--- config.mk ---
export PLATFORM = sky130hd
export DESIGN_NAME = pixel_filter_pipe
export DESIGN_NICKNAME = d
export VERILOG_FILES = /design/src/rtl/pixel_filter_pipe.sv
export SDC_FILE = /design/constraint.sdc
export NUM_CORES = 1
export LEC_CHECK = 0
export BUFFER_PORTS_ARGS = -buffer_cell sky130_fd_sc_hd__buf_2
export CAP_MARGIN = 10
export CORE_AREA = 4 4 89 108
export CTS_BUF_LIST = sky130_fd_sc_hd__clkbuf_4 sky130_fd_sc_hd__clkbuf_8
export DETAILED_ROUTE_END_ITERATION = 16
export DIE_AREA = 0 0 93 112
export MAX_ROUTING_LAYER = met4
export PLACE_DENSITY = 0.85
export SYNTH_ARGS = -nofsm -noshare
export SYNTH_HDL_FRONTEND = slang
export SYNTH_SLANG_ARGS = --single-unit
export TNS_END_PERCENT = 30
--- constraint.sdc ---
create_clock -name clk -period 5.1 [get_ports clk]
set_clock_uncertainty 0.2 [all_clocks]
set_input_delay 0.765 -clock clk [delete_from_list [all_inputs] [get_ports clk]]
set_output_delay 0.765 -clock clk [all_outputs]
set_load 0.005 [all_outputs]
--- src/rtl/pixel_filter_pipe.sv ---
// pixel_filter_pipe: line-selected pixel filter (pass/grey/invert/blur) feeding a
// 12-bit quantiser with optional per-line error-diffusion dither; fixed 3-cycle latency.
module pixel_filter_pipe #(
    parameter int CH_IN  = 6,
    parameter int CH_OUT = 4
) (
    input  logic                  clk,
    input  logic                  reset,
    input  logic                  enable,
    input  logic                  pixel_valid,
    input  logic                  synch_pulse,
    input  logic [3*CH_IN-1:0]    raw_rgb,
    input  logic [1:0]            mode,
    input  logic                  dither_en,
    output logic [3*CH_OUT-1:0]   rgb_out,
    output logic                  out_valid,
    output logic                  out_synch
);
    localparam int D = CH_IN - CH_OUT;
    localparam int W = 3 * CH_IN;
    logic [W-1:0]      d1, d2, d3;
    logic              v1, v2, v3, y1, y2, e1, e2, t1, t2;
    logic [1:0]        m1, m2, line_mode;
    logic              line_dith, start, has_p, has_n;
    logic [D-1:0]      err [3];
    logic [D-1:0]      err_next [3];
    logic [CH_OUT-1:0] q [3];
    logic [CH_IN-1:0]  c [3];
    logic [CH_IN-1:0]  p [3];
    logic [CH_IN-1:0]  n [3];
    logic [CH_IN-1:0]  f [3];
    logic [CH_IN-1:0]  blur [3];
    logic [CH_IN-1:0]  grey;
    logic [CH_IN:0]    sum [3];

    assign start = pixel_valid && synch_pulse;

    // mode/dither are sampled at line start and travel with every pixel of that line
    always_ff @(posedge clk or posedge reset) begin
        if (reset) begin
            {d1, d2, d3} <= '0;
            {v1, v2, v3, y1, y2, e1, e2, t1, t2} <= '0;
            {m1, m2, line_mode, line_dith} <= '0;
        end else begin
            if (start) begin
                line_mode <= mode;
                line_dith <= dither_en;
            end
            d1 <= raw_rgb;
            v1 <= pixel_valid;
            y1 <= start;
            m1 <= start ? mode : line_mode;
            t1 <= start ? dither_en : line_dith;
            e1 <= enable;
            d2 <= d1;
            v2 <= v1;
            y2 <= y1;
            m2 <= m1;
            t2 <= t1;
            e2 <= e1;
            d3 <= d2;
            v3 <= v2;
        end
    end

    always_comb begin
        has_p = v3 && !y2;
        has_n = v1 && !y1;
        for (int i = 0; i < 3; i++) begin
            c[i] = d2[(2-i)*CH_IN +: CH_IN];
            p[i] = has_p ? d3[(2-i)*CH_IN +: CH_IN] : c[i];
            n[i] = has_n ? d1[(2-i)*CH_IN +: CH_IN] : c[i];
            blur[i] = CH_IN'(((CH_IN+2)'(p[i]) + ((CH_IN+2)'(c[i]) << 1) + (CH_IN+2)'(n[i])) >> 2);
        end
        grey = CH_IN'(((CH_IN+2)'(c[0]) + ((CH_IN+2)'(c[1]) << 1) + (CH_IN+2)'(c[2])) >> 2);
        for (int i = 0; i < 3; i++) begin
            f[i] = m2 == 2'd0 ? c[i] : m2 == 2'd1 ? grey : m2 == 2'd2 ? ~c[i] : blur[i];
            sum[i] = (CH_IN+1)'(f[i]) + (CH_IN+1)'(y2 ? {D{1'b0}} : err[i]);
            q[i] = !t2 ? f[i][CH_IN-1:D] : sum[i][CH_IN] ? {CH_OUT{1'b1}} : sum[i][CH_IN-1:D];
            err_next[i] = (!t2 || sum[i][CH_IN]) ? {D{1'b0}} : sum[i][D-1:0];
        end
    end

    always_ff @(posedge clk or posedge reset) begin
        if (reset) begin
            rgb_out <= '0;
            out_valid <= 1'b0;
            out_synch <= 1'b0;
            err <= '{default: '0};
        end else begin
            out_valid <= v2;
            out_synch <= v2 && y2;
            rgb_out <= (v2 && e2) ? {q[0], q[1], q[2]} : '0;
            if (v2 && e2) err <= err_next;
        end
    end
endmodule

==> impl_metrics.csv <==
group,metric,value,unit
grt,grtUsageMet3,0.0520,
setup_path,slowest_stage,"and2b_1",
cells_and_area,final_layout_size_suffix_gt1_frac,0.154,
clock_network,cts-root-buf,"clkbuf_8",
grt,globalRoute.totalOverflow,0,
power,peakVddDrop,0.211,mV
sta,tightest_slew,782,ps
floorplanning,coreArea,8520,um^2
drt,drt_first_pass_iters,5,
clock_network,cts_buffers,9,
drt,post_drt_via_cell_ratio,5.94,
clock_network,clk-insertion-delay-late,370,ps
sta,setup_violations,0,
placement,dp.final_hpwl,8.79,mm
yosys,synth_cells,518,
drt,drc,0,
setup_path,crit_family,"simple AND/OR/NAND/NOR gates",
clock_network,cts_max_level,3,
sta,fin_setup_tns,0,ps
yosys,synth_area,5330,um^2
yosys,yosysWarnings,0,
grt,grt_max_degree,46,
sta,slew_viol_final,0,
clock_network,clkSinkCount,86,
sta,fmax,216,MHz
sta,rsz0062_at_grt,"no",
power,power_density,364,nW/um^2
power,p_leak,2.72,nW
clock_network,clk_pin_slew,90,ps
setup_path,required,5140,ps
setup_path,critPathLaunchType,"flip-flop",
clock_network,cts_buffer_depth,2,
cells_and_area,layout_common_cells,"86 x dfrtp_1, 47 x inv_1, 42 x nand2_1, 40 x nor2_1, 39 x buf_2",
sta,slew_headroom,0.479,
setup_path,crit_top_cell,"fa_1",
setup_path,path_buf_inv,2,
drt,wl_per_cell,17.3,um
yosys,synth_ff_type,"dfrtp_1",
grt,busiest_layer,"met2",
clock_network,hold_buffers,0,
cells_and_area,antennaDiodeCount,0,
placement,port_buffers,39,
placement,pre_cts_slack,578,ps
sta,hold_viol,0,
grt,grt_pass1_wl,19.9,mm
setup_path,crit_arrival,4670,ps
clock_network,cts_setup_buffers,0,
cells_and_area,fill_cells,676,
setup_path,criticalPathCategory,"flip-flop to flip-flop",
floorplanning,row_count,37,
setup_path,end_kind,"flip-flop",
cells_and_area,nNetsFinal,634,
sta,setup_ws,469,ps
yosys,ys_async_sr_fraction,1.00,
setup_path,crit_path_cell_trace,"and2b_1 > a21oi_1 > fa_1 > inv_1 > o221ai_1 > nor2_1 > fa_1 > xnor2_1 > a21oi_1 > o21ai_0 > nand2_1 > inv_1 > fa_1 > nand2b_1 > nor4_1 > nor3_1",
yosys,synth_fp_nets,597,
grt,grt_pass1_vias,4121,
yosys,seq_area_frac_synth,0.404,
setup_path,critPathMaxStageDelay,720,ps
sta,period_share,0.908,
clock_network,cts_resized,0,
cells_and_area,area_delta_synth_final,9.23,%
drt,ant_nets,0,
min_path,hold_class,"flip-flop to flip-flop",
grt,antenna_found_initial,0,
yosys,synth_edf_count,0,
drt,initialDrtViolationCount,301,
flow_run,maxCapViolations,0,
floorplanning,die_w,93,um
drt,vias,4018,
grt,grt_util_met2,0.403,
cells_and_area,final_common_cell,"dfrtp_1",
yosys,synth.distinct_cells,76,
floorplanning,dieArea,10400,um^2
outcome,status,"finished, final reports clean",
drt,routed_wl,11.7,mm
grt,track_usage,0.251,
yosys,ys_ff_latch,86,
floorplanning,start_util,0.625,
placement,finalWeightedCongestion,0.949,
clock_network,cts_tree,"yes",
yosys,syn_area_per_cell,10.3,um^2
setup_path,cp_max_fo,18,
floorplanning,die_h,112,um
sta,min_period,4630,ps
grt,use_met1,0.307,
floorplanning,ios,40,
metal layers:
layer	vias to the layer above	wire length (um)
met5	-	0
met4	0	353
met3	39	577
met2	141	6000
met1	1959	4780
li1	1879	-
synthesized netlist by cell type (all sizes together), types with 3 or more instances:
library cell / count / area [um^2]
a41oi: 3 / 33.8
nor3: 13 / 65.1
xnor2: 7 / 61.3
o21ai: 22 / 114
dfrtp: 86 / 2150
and2: 3 / 18.8
o21a: 4 / 30.0
a2111oi: 3 / 45.1
o31ai: 3 / 36.3
ha: 26 / 325
nand2b: 6 / 45.0
fa: 27 / 541
clkbuf: 9 / 35.0
nand3: 7 / 35.0
a21o: 4 / 30.0
a21oi: 37 / 196
xor2: 16 / 140
o32ai: 3 / 26.3
buf: 9 / 50.1
a211oi: 7 / 52.6
nand2: 43 / 164
a31oi: 4 / 25.0
nor4: 6 / 37.5
and3: 5 / 31.3
mux2i: 14 / 140
and4bb: 3 / 37.5
nor2b: 3 / 18.8
inv: 48 / 180
nor2: 40 / 150
or4: 3 / 22.5
nor3b: 6 / 56.3
mux2: 3 / 33.8
and2b: 7 / 53.8
o22ai: 5 / 37.5
power by group:
group / switching [mW] / total [mW] / internal (mW)
sequential: 0.0549 / 0.798 / 0.743
clock: 0.254 / 0.482 / 0.228
combinational: 0.497 / 0.837 / 0.340
area by class of cell:
| class | count | area (um^2) | share of cell area |
|---|---|---|---|
| tap | 117 | 146 | 0.0252 |
| inverter | 48 | 181 | 0.0312 |
| timing repair buffer | 44 | 233 | 0.0400 |
| clock inverter | 7 | 72.6 | 0.0125 |
| clock buffer | 9 | 124 | 0.0213 |
| multi-input combinational | 366 | 2910 | 0.500 |
| sequential | 86 | 2150 | 0.370 |
cells by family (layout without fill, tap and decap cells):
logic type | Yosys count | count (layout) | share of synthesized area
and+or+nand+nor | 157 | 157 | 0.157
muxes | 17 | 17 | 0.0326
AOI/OAI and AO/OA | 116 | 116 | 0.157
DFF | 86 | 86 | 0.404
adders and majority gates | 53 | 53 | 0.163
buffers and inverters | 66 | 108 | 0.0498
xor gates and xnor gates | 23 | 23 | 0.0378
stage by stage:
stage	total power, mW	hold WS, ps	cells	cell area [um^2]	utilization
2_1_floorplan	1.43	131	518	5330	-
3_3_place_gp	1.58	133	661	5620	0.660
3_5_place_dp	1.63	138	661	5620	0.660
4_1_cts	2.12	157	677	5820	0.683
5_1_grt	2.27	166	677	5820	0.683
6_report	2.12	153	677	5820	0.683
registers in the layout, summed over array words and instances (netlist names), 2 cells and up:
signal and flops:
rgb_out 12, d1 18, m2 2, d3 18, err 6, c 18, line_mode 2
worst paths after layout:
check	depth (start not counted)	start	to	slack, ps
max in group asynchronous	3	reset	c[17]	3420
setup / recovery	16	y2	rgb_out[10]	470
hold reg to reg	0	e1	e2	150
hold / removal	0	e1	e2	150
setup reg to reg	16	y2	rgb_out[10]	470
min in group asynchronous	2	reset	line_mode[1]	260
Power figures use the tool's default switching activity.
